--- src/rtl/inst_encoder.sv ---
// Instruction word encoder: turns field descriptors into canonical 32-bit words with
// sequential addresses, optionally following each control-transfer word with a nop.
module inst_encoder #(
  parameter logic [31:0] BASE_PC = 32'h0000_3000
) (
  input  logic        clk,
  input  logic        reset,
  input  logic        auto_nop,
  input  logic        in_valid,
  output logic        in_ready,
  input  logic [1:0]  in_fmt,
  input  logic [5:0]  in_code,
  input  logic [4:0]  in_rs,
  input  logic [4:0]  in_rt,
  input  logic [4:0]  in_rd,
  input  logic [4:0]  in_shamt,
  input  logic [15:0] in_imm,
  input  logic [25:0] in_addr,
  output logic        out_valid,
  input  logic        out_ready,
  output logic [31:0] out_ir,
  output logic [31:0] out_pc,
  output logic        out_err,
  output logic        err_sticky
);

  localparam logic [1:0] StEmpty = 2'd0;
  localparam logic [1:0] StInst  = 2'd1;
  localparam logic [1:0] StNop   = 2'd2;

  logic [1:0]  state_q, state_d;
  logic [31:0] ir_q, pc_q;
  logic        ctrl_q, err_q, sticky_q;

  logic [31:0] enc_ir;
  logic        enc_ok, enc_ctrl;
  logic [4:0]  f_rs, f_rt, f_rd, f_sh;
  logic        accept, acc_ok, out_fire;

  // Decode, validate and canonicalise the incoming descriptor.
  always_comb begin
    enc_ok   = 1'b0;
    enc_ctrl = 1'b0;
    enc_ir   = '0;
    f_rs     = in_rs;
    f_rt     = in_rt;
    f_rd     = in_rd;
    f_sh     = in_shamt;
    unique case (in_fmt)
      2'd0: begin
        case (in_code)
          6'h21, 6'h23, 6'h2A, 6'h2B, 6'h00, 6'h02, 6'h03, 6'h24,
          6'h25, 6'h26, 6'h27, 6'h04, 6'h06, 6'h07, 6'h08, 6'h09: enc_ok = 1'b1;
          default: enc_ok = 1'b0;
        endcase
        if (in_code == 6'h00 || in_code == 6'h02 || in_code == 6'h03) begin
          f_rs = '0;
        end else begin
          f_sh = '0;
        end
        if (in_code == 6'h08) begin
          f_rt = '0;
          f_rd = '0;
        end
        if (in_code == 6'h09) f_rt = '0;
        enc_ctrl = (in_code == 6'h08) || (in_code == 6'h09);
        enc_ir   = {6'h00, f_rs, f_rt, f_rd, f_sh, in_code};
      end
      2'd1: begin
        case (in_code)
          6'h08, 6'h09, 6'h0A, 6'h0B, 6'h0C, 6'h0D, 6'h0E, 6'h0F, 6'h20, 6'h21,
          6'h23, 6'h24, 6'h25, 6'h28, 6'h29, 6'h2B, 6'h04, 6'h05, 6'h06, 6'h07: enc_ok = 1'b1;
          default: enc_ok = 1'b0;
        endcase
        if (in_code == 6'h0F) f_rs = '0;
        if (in_code == 6'h06 || in_code == 6'h07) f_rt = '0;
        enc_ctrl = (in_code >= 6'h04) && (in_code <= 6'h07);
        enc_ir   = {in_code, f_rs, f_rt, in_imm};
      end
      2'd2: begin
        enc_ok   = (in_code == 6'h00) || (in_code == 6'h01);
        enc_ctrl = 1'b1;
        enc_ir   = {6'h01, in_rs, in_code[4:0], in_imm};
      end
      2'd3: begin
        enc_ok   = (in_code == 6'h02) || (in_code == 6'h03);
        enc_ctrl = 1'b1;
        enc_ir   = {in_code, in_addr};
      end
      default: enc_ok = 1'b0;
    endcase
  end

  assign out_valid = (state_q != StEmpty);
  assign out_fire  = out_valid && out_ready;
  assign accept    = in_valid && in_ready;
  assign acc_ok    = accept && enc_ok;

  // auto_nop is looked at live, so the decision is made when the branch word fires.
  always_comb begin
    in_ready = 1'b0;
    state_d  = state_q;
    case (state_q)
      StEmpty: begin
        in_ready = 1'b1;
        if (acc_ok) state_d = StInst;
      end
      StInst: begin
        in_ready = out_ready && !(ctrl_q && auto_nop);
        if (out_fire) begin
          if (ctrl_q && auto_nop) state_d = StNop;
          else if (acc_ok)        state_d = StInst;
          else                    state_d = StEmpty;
        end
      end
      StNop: begin
        in_ready = out_ready;
        if (out_fire) state_d = acc_ok ? StInst : StEmpty;
      end
      default: state_d = StEmpty;
    endcase
  end

  always_ff @(posedge clk) begin
    if (reset) begin
      state_q  <= StEmpty;
      ir_q     <= '0;
      ctrl_q   <= 1'b0;
      pc_q     <= BASE_PC;
      err_q    <= 1'b0;
      sticky_q <= 1'b0;
    end else begin
      state_q <= state_d;
      if (acc_ok) begin
        ir_q   <= enc_ir;
        ctrl_q <= enc_ctrl;
      end
      if (out_fire) pc_q <= pc_q + 32'd4;
      err_q    <= accept && !enc_ok;
      sticky_q <= sticky_q || (accept && !enc_ok);
    end
  end

  assign out_ir     = (state_q == StNop) ? 32'h0 : ir_q;
  assign out_pc     = pc_q;
  assign out_err    = err_q;
  assign err_sticky = sticky_q;

endmodule

--- config.mk ---
export PLATFORM = sky130hd
export DESIGN_NAME = inst_encoder
export DESIGN_NICKNAME = d
export VERILOG_FILES = /design/src/rtl/inst_encoder.sv
export SDC_FILE = /design/constraint.sdc
export NUM_CORES = 1
export LEC_CHECK = 0
export CORE_UTILIZATION = 35
export DETAILED_ROUTE_END_ITERATION = 12
export GPL_TIMING_DRIVEN = 0
export HOLD_SLACK_MARGIN = 0.08
export MAX_ROUTING_LAYER = met4
export SETUP_SLACK_MARGIN = 0.4
export SLEW_MARGIN = 20
export SYNTH_ARGS = -nofsm -noshare
export SYNTH_HDL_FRONTEND = slang
export SYNTH_SLANG_ARGS = --single-unit
export TNS_END_PERCENT = 5
--- constraint.sdc ---
create_clock -name clk -period 2.35 [get_ports clk]
set_input_delay 0.47 -clock clk [delete_from_list [all_inputs] [get_ports clk]]
set_output_delay 0.47 -clock clk [all_outputs]
set_load 0.1 [all_outputs]
# After elaboration in Yosys (flattened, before gate mapping)

Memory sizes are Yosys's and may differ from the RTL's.
Cells that the tools add are included.

Bits in registers: 69
Memory bits (read-only): 128
Bits of input ports: 75
Memories kept: 2

Memories:

| name            | depth | bits a word | read ports | clocked after Yosys merged registers in | wr ports | line | RTL |
|---|---|---|---|---|---|---|---|
| (no name shown) | 64    | 1           | 1          | 0                                       | 0        | 51   | `case (in_code)` |
| (no name shown) | 64    | 1           | 1          | 0                                       | 0        | 70   | `case (in_code)` |

$add $sub $neg: 1
Magnitude comparators: 2
Equal/unequal tests: 16
Multiplexer cells: 18
Reductions and logical operators: 22

Operator list:

| kind                                                                             | count |
|---|---|
| 32-bit case mux with 4 select lines                                              | 1 |
| 5-bit two-way mux                                                                | 7 |
| 32-bit by 3-bit adder with 32-bit output, second input constant                  | 1 |
| 32-bit two-way mux                                                               | 1 |
| 6-bit by 4-bit == test with 1-bit output, second input constant                  | 3 |
| 6-bit by 2-bit == test with 1-bit output, second input constant                  | 2 |
| 6-bit by 3-bit == test with 1-bit output, second input constant                  | 2 |
| 2-bit two-way mux                                                                | 4 |
| 1-bit logical AND                                                                | 7 |
| 1-bit logical OR                                                                 | 7 |
| 2-bit == test, second input constant                                             | 3 |
| 6-bit by 1-bit == test with 1-bit output, second input constant                  | 1 |
| 6-bit by 3-bit >= comparator with 1-bit output, second input constant            | 1 |
| 6-bit by 3-bit less-or-equal comparator with 1-bit output, second input constant | 1 |
| 6-bit logical NOT                                                                | 1 |
| 2-bit inequality test, second input constant                                     | 3 |
| 1-bit case mux with 3 select lines                                               | 2 |
| 2-bit case mux with 3 select lines                                               | 1 |
| 2-bit by 1-bit == test with 1-bit output, second input constant                  | 2 |
| 2-bit logical NOT                                                                | 2 |
| 1-bit case mux with 4 select lines                                               | 1 |
| 3-bit AND reduction                                                              | 1 |
| 1-bit logical NOT                                                                | 2 |
| 2-bit nonzero test                                                               | 1 |
| 2 further kinds                                                                  | 2 |

# Logic depth before layout (Yosys ltp)

Depth after elaboration: 10
Mapped depth: 9
Gate-level depth less buffers: 6

# Worst setup path after synthesis

No wires, ideal clock.

Path kind: input to register
From: input out_ready
To: register ir_q[21]
Library setup time: 0.072 ns
Arrival time: 3.274 ns
Required time: 2.278 ns
Path slack: -0.995 ns
Stages on the path: 7
Path buffers: 2
Cell sequence: buf_2 > nor2b_1 > o22ai_1 > nand2_1 > nor3_1 > buf_2 > mux2i_1

Cells in the longest elaborated chain, start to end: 4

RTL lines:

| item                                   | line | RTL |
|---|---|---|
| start, declared                        | 20   | `input logic out_ready,` |
| 1-bit logical AND                      | 109  | `in_ready = out_ready && !(ctrl_q && auto_nop);` |
| 1-bit case mux with 3 select lines (*) | 103  | `case (state_q)` |
| via in_ready                           | 10   | `output logic in_ready,` |
| 1-bit logical AND (*)                  | 96   | `assign accept = in_valid && in_ready;` |
| 1-bit logical AND (*)                  | 97   | `assign acc_ok = accept && enc_ok;` |
| end signal, assigned                   | 135  | `ir_q <= enc_ir;` |
| end, declared                          | 32   | `logic [31:0] ir_q, pc_q;` |

Mark *: on every way through the listed nets, which the timed path passes. The rest lies on a longest branch.
A chain may end at the register's enable or synchronous reset.

# Worst setup path after layout

From: register pc_q[28] (netlist: out_pc[28])
To: output out_pc[28]

RTL lines:

| item                   | line | RTL |
|---|---|---|
| start, declared        | 32   |  |
| start signal, assigned | 138  | `if (out_fire) pc_q <= pc_q + 32'd4;` |
| end, declared          | 22   | `output logic [31:0] out_pc,` |

No word-level cell between the ends.

==> impl_metrics.ini <==
[global_route]
grt_start_max_net_pins = 12
first_global_vias = 4070
grt_use_total_pct = 21.49
grt-ovfl-total = 0
antenna_found_initial = 0
grt_pass1_wl_mm = 20.31

[logic_synthesis]
synthFlopType = dfxtp_1
synth_edf_count = 0
async_reset_ff_share_pct = 0
ys_warn_count = 0
synthTopCellsByCount = 67 x dfxtp_1, 43 x mux2i_1, 34 x and2_1, 34 x nor2_1, 31 x a21oi_1
yosysSeqAreaShare_pct = 31.91
synth_seq_cells = 67
avgSynthCellArea_sq_um = 8.508
yosysMostFrequentCell = dfxtp_1
synth.distinct_cells = 61
synthTopCellsByArea = dfxtp_1 32%, mux2i_1 10%, and2_1 5.1%, nand2b_1 4.5%, xnor2_1 4.4%
synthCells = 494
yosys.area.top_type = dfxtp_1
synth_area_sq_um = 4203
yosysTopAreaCellShare_pct = 31.91

[cts]
clkSlewWorstSetupHoldPaths_ns = 0.06
cts-root-buf = clkbuf_16
clock-sinks = 67
cts_made_buffers = 9
worstSkewPairLatency_ns = 0.34
cts_tree = built
cts_htree_levels = 3
cts_buffer_depth = 2
holdBufCountCts = 0

[layout]
nets = 737
design_area_sq_um = 6390
syn2layout_area_growth_pct = 52.04
drive_above_1_share_pct = 23.57
antenna_cells = 0

[detailed_routing]
route.detailed.drc = 6
totalWireLength_mm = 13.05
vias = 4310
drt-wirelength-per-cell_um = 16.13
avgViaCountPerCell = 5.328
drtIter0Drc = 225
antenna_left = 0
dr.pass1.iters = 8

[placement]
dp_slack_ns = -0.5812
dpl.hpwl_mm = 9.762
gp_congestion = 0.9184
dpl_cell_area_sq_um = 5882
port_buffers = 138

[sta]
setup_slack_ns = 0.2961
hold_ws_ns = 0.4375
hold_viol = 0
fmax_mhz = 486.9
grt_setup_unrepaired = true
period_needed_ns = 2.054
final_max_slew_viol_count = 0
slew_headroom_pct = 35.06
finalSetupViolCount = 0
worst_pin_slew_ns = 0.9780
clock_skew_ns = 0.005214
finalCritPeriodShare_pct = 87.40

[worst_setup_path]
startpoint = out_pc[28]
cpLargestDelayFamily = buffers and inverters
startpoint_type = flop
reg2reg_slack_ns = 0.37
path_buf_inv = 1
crit_slowest_cell = dlygate4sd2_1
crit_path_max_incr_delay_ns = 0.87
r2r_start = out_pc[11]
rr_worst_depth = 7
rr_endpoint = out_pc[28]
crit_type = reg2out
cp.arrival_ns = 1.58
required_ns = 1.88
crit_chain = dlygate4sd2_1
endpoint_kind = output port
crit_path_max_fanout = 4
critical_path_depth = 1

[floorplan]
core-area_sq_um = 11560
io_pins = 143
initial_utilization_pct = 36.34
placementRows = 39
fp.dieH_um = 111.6
die_w_um = 111.6
dieArea_sq_um = 12450

[flow_run]
drv_cap = 0

[power]
cellPowerDensity_nw_per_um2 = 517.4
ir_drop_uv = 336.4
power.leakage_uw = 0.002580

[outcome]
outcome = finished with violations
violations = design-rule violations

[min_path]
hold_end = state_q[0]
hold_start = out_ready
hp-class = in2reg
hold_depth = 3
-- layer usage --
layer / part of all wire (%) / GRT usage, % / routed length [um] / up-vias
li1: - / - / - / 2115
met1: 45 / 26.41 / 5863 / 2035
met2: 49 / 35.17 / 6341 / 147
met3: 5.1 / 4.464 / 672 / 13
met4: 1.3 / 6.937 / 175 / 0
met5: 0 / - / 0 / -
-- worst max-delay path by stage --
stage	end
2_1_floorplan	ir_q[16]
3_3_place_gp	out_ir[29]
3_5_place_dp	out_ir[27]
4_1_cts	ir_q[17]
5_1_grt	out_pc[28]
6_report	out_pc[28]
-- registers in the layout, indices dropped and copies added, names as in the netlist --
signal,cells
state_q,2
ir_q,32
ctrl_q,1
out_pc,30
err_sticky,1
out_err,1
-- placed cells by master, fill, tap and decap left out, types with 6 or more instances in the layout --
master	netlist	routed
dfxtp_2	0	10
nand3_1	20	20
a221o_1	10	10
nor3_1	10	7
nand2_1	20	19
nor2_1	34	34
clkbuf_2	0	14
a211oi_1	8	8
xnor2_1	21	21
dfxtp_4	0	14
inv_1	10	10
nand2b_1	30	28
and2_1	34	32
mux2i_1	43	43
buf_4	5	23
clkbuf_1	27	18
o211ai_1	8	8
a31oi_1	6	6
buf_6	4	32
a21oi_1	31	31
dlygate4sd2_1	0	27
nor4_2	5	6
clkbuf_16	0	10
dfxtp_1	67	43
nand4_1	8	8
nor2b_1	9	9
clkdlybuf4s50_1	0	64
-- where the power goes --
part           switching, uW  internal (uW)  leakage [uW]
logic                    514            337       0.00188
clock network            514            769      0.000138
registers               17.7           1150      0.000557
total                   1050           2260       0.00258
-- per-stage QoR --
step	util (%)	setup TNS, ns	std cells	total power (uW)
after global routing	55.25	0	809	3419
after CTS	54.60	0	801	3317
after detailed placement	50.86	-28.75	776	1996
final	55.25	0	809	3306
after floorplan	-	0	495	1718
after global placement	50.86	-27.97	776	1989
-- worst min-delay path: cells and delay by family --
family | cells | cell delay (ns)
buffers and inverters | 1 | 0.10
AOI/OAI and AO/OA | 1 | 0.06
and+or+nand+nor | 1 | 0.10
-- timing repair --
item                       in CTS  in global routing
buffers inserted                9                  8
resized for setup             300                 38
setup endpoints to repair     105                116
pin swaps                       4                  7
-- final cells by class --
| type | instances | area (sq um) |
|---|---|---|
| buffer | 45 | 310.3 |
| clock buffer | 11 | 254.0 |
| clock inverter | 5 | 26.28 |
| fill | 1102 | 5175 |
| inverter | 10 | 37.54 |
| multi-input combinational | 373 | 2696 |
| sequential | 67 | 1406 |
| tap | 143 | 178.9 |
| timing repair buffer | 155 | 1480 |
-- kinds of logic after synthesis --
group | synth area share (%)
xor+xnor | 5.418
flops | 31.91
other cells | 0.08923
fa+ha+maj | 0.2977
compound gates | 15.96
mux | 10.78
simple gates | 29.24
buf+inv | 6.312
Power figures use the tool's default switching activity.
==> variant (config.mk and constraints unchanged) <==
Put one more register stage on the output `out_err`, without a reset. The value now appears one clock later. The other outputs are not delayed to match.
--- a/src/rtl/inst_encoder.sv
+++ b/src/rtl/inst_encoder.sv
@@ -143,7 +143,9 @@
 
   assign out_ir     = (state_q == StNop) ? 32'h0 : ir_q;
   assign out_pc     = pc_q;
-  assign out_err    = err_q;
+  always_ff @(posedge clk) begin
+    out_err <= err_q;
+  end
   assign err_sticky = sticky_q;
 
 endmodule
Function: changed (a bounded check fails within 4 cycles, from zero or initial values and one cycle with reset high).
==> variant against the original RTL <==
The flow still finishes with violations (design-rule violations); worst hold slack got worse by 0.11 ns; critical path depth unchanged; cell count decreased by 0.25%; combinational power is 1% higher; worst setup slack got worse by 0.0047 ns; synthesized cell count up 0.20%; power fell by 1.1%; final area increased by 0.29%; sequential cell count grew 1; routed wire length is 2.8% higher; first-iteration DRC count is 1.3% higher; area after synthesis is 0.48% higher; count of clock-buffer cells in the layout decreased by 1; critical endpoint is now out_pc[21]; highest routed layer unchanged.
==> variant: results (changes against the original RTL) <==
grt:
  grt_use_total: 0.220  # was 0.215
  grt_pass1_vias: 4267  # was 4,070
place:
  dp_cells: 777  # was 776
  place_congestion: 0.872  # was 0.918
yosys:
  muxShareOfSynthArea: 0.107  # was 0.108
  yosys-top-cells-area: "dfxtp_1 (32%), mux2i_1 (10%), and2_1 (5.0%)"  # was dfxtp_1 (32%), mux2i_1 (10%), and2_1 (5.1%)
  synth_common_cells: "dfxtp_1 (68), mux2i_1 (43), and2_1 (34), nor2_1 (34), a21oi_1 (31)"  # was dfxtp_1 (67), mux2i_1 (43), and2_1 (34), nor2_1 (34), a21oi_1 (31)
  synth-compound-area-share: 0.159  # was 0.160
  synth.avg_cell_area_um2: 8.53  # was 8.51 µm²
  synthAdderAreaFrac: 0.00296  # was 0.00298
  synth_xor_area_frac: 0.0539  # was 0.0542
worst_hold_path:
  hp-start: "err_q"  # was out_ready
  holdPathEnd: "out_err"  # was state_q[0]
sta:
  finClkSkew_ns: 0.00424  # was 0.00521 ns
  hold_ws_ns: 0.332  # was 0.438 ns
  maxSlewHeadroom: 0.354  # was 0.351
worst_setup_path:
  r2r_start: "out_pc[7]"  # was out_pc[11]
  slowest_stage: "clkdlybuf4s15_1"  # was dlygate4sd2_1
  path_max_fanout: 3  # was 4
drt:
  wl_met3_um: 676  # was 672 µm
  met1_length_um: 6100  # was 5860 µm
  drt-initial-drc-count: 228  # was 225
  routed_wl_um: 13400  # was 13,100 µm
  drc: 8  # was 6
outcome:
  status: "finished with violations"  # unchanged
  violations: "design-rule violations"  # unchanged
final_layout:
  fin_nets: 735  # was 737
  final_cells: 807  # was 809
power_and_ir_drop:
  p_sw_frac: 0.321  # was 0.316
  p_leak_nw: 2.60  # was 2.58 nW
==> variant: per-layer routing <==
layer / vias up / global-route usage
li1: 2104 / -
met1: 2037 / 0.274
met2: 132 / 0.356
met3: 13 / 0.0381
met4: 0 / 0.0802
met5: - / -
==> variant: power groups by stage <==
stage	logic [W]	clock network [W]	registers, W
after floorplan	0.000503	0	0.00123
after global placement	0.000792	0	0.00121
after detailed placement	0.000797	0	0.00121
after CTS	0.000817	0.00125	0.00119
after global routing	0.000906	0.00131	0.00119
final	0.000860	0.00122	0.00119
==> variant: cell type report <==
cell class / instances / area (µm²) / area share
plain buffers: 45 / 317 / 0.0494
clock buffers: 10 / 229 / 0.0357
clock inverters: 6 / 32.5 / 0.00508
inverters: 10 / 37.5 / 0.00586
multi-input cells: 373 / 2710 / 0.423
flip-flops and latches: 68 / 1430 / 0.223
well taps: 143 / 179 / 0.0279
repair buffers: 152 / 1480 / 0.231
==> variant: what timing repair did <==
| item | CTS | global route |
|---|---|---|
| setup endpoints to repair | 105 | 114 |
| cloned | 0 | 1 |
| gates resized for setup | 302 | 40 |
| hold endpoints to repair | 0 | 0 |
| pin swaps | 4 | 8 |
| buffers inserted | 2 | 11 |
==> variant: worst max-delay path by stage <==
stage               depth (start not counted)         end  startpoint  slack [ns]
floorplan                                   8    ir_q[16]   out_ready        0.26
global placement                            4  out_ir[27]  state_q[0]       -0.61
detailed placement                          4  out_ir[29]  state_q[0]       -0.61
CTS                                         9    ir_q[16]  in_code[5]        0.26
global route                                7  out_pc[28]  out_pc[11]        0.25
finish                                      1  out_pc[21]  out_pc[21]        0.29
==> variant: cells by family after synthesis <==
| group | count (synthesis) |
|---|---|
| other | 1 |
| multiplexers | 45 |
| AO/OA/AOI/OAI | 92 |
| flip-flops | 68 |
| buffers and inverters | 55 |
| adder cells (fa/ha/maj) | 1 |
| AND/OR/NAND/NOR | 207 |
| XOR/XNOR | 26 |
==> variant: worst register-to-register path: stages (launching register included) <==
cell,delay [ns]
dfxtp_4,0.37
nand4_1,0.21
or4_4,0.47
buf_6,0.15
buf_6,0.14
nor4_2,0.30
xnor2_1,0.16
nor2_1,0.05
==> variant: metrics by stage <==
step	instance area (µm²)	total power (W)	setup slack (ns)
CTS	6240	0.00326	0.264
global placement	5900	0.00201	-0.605
floorplan	4340	0.00174	0.256
finish	6410	0.00327	0.291
global route	6410	0.00341	0.245
detailed placement	5900	0.00201	-0.606
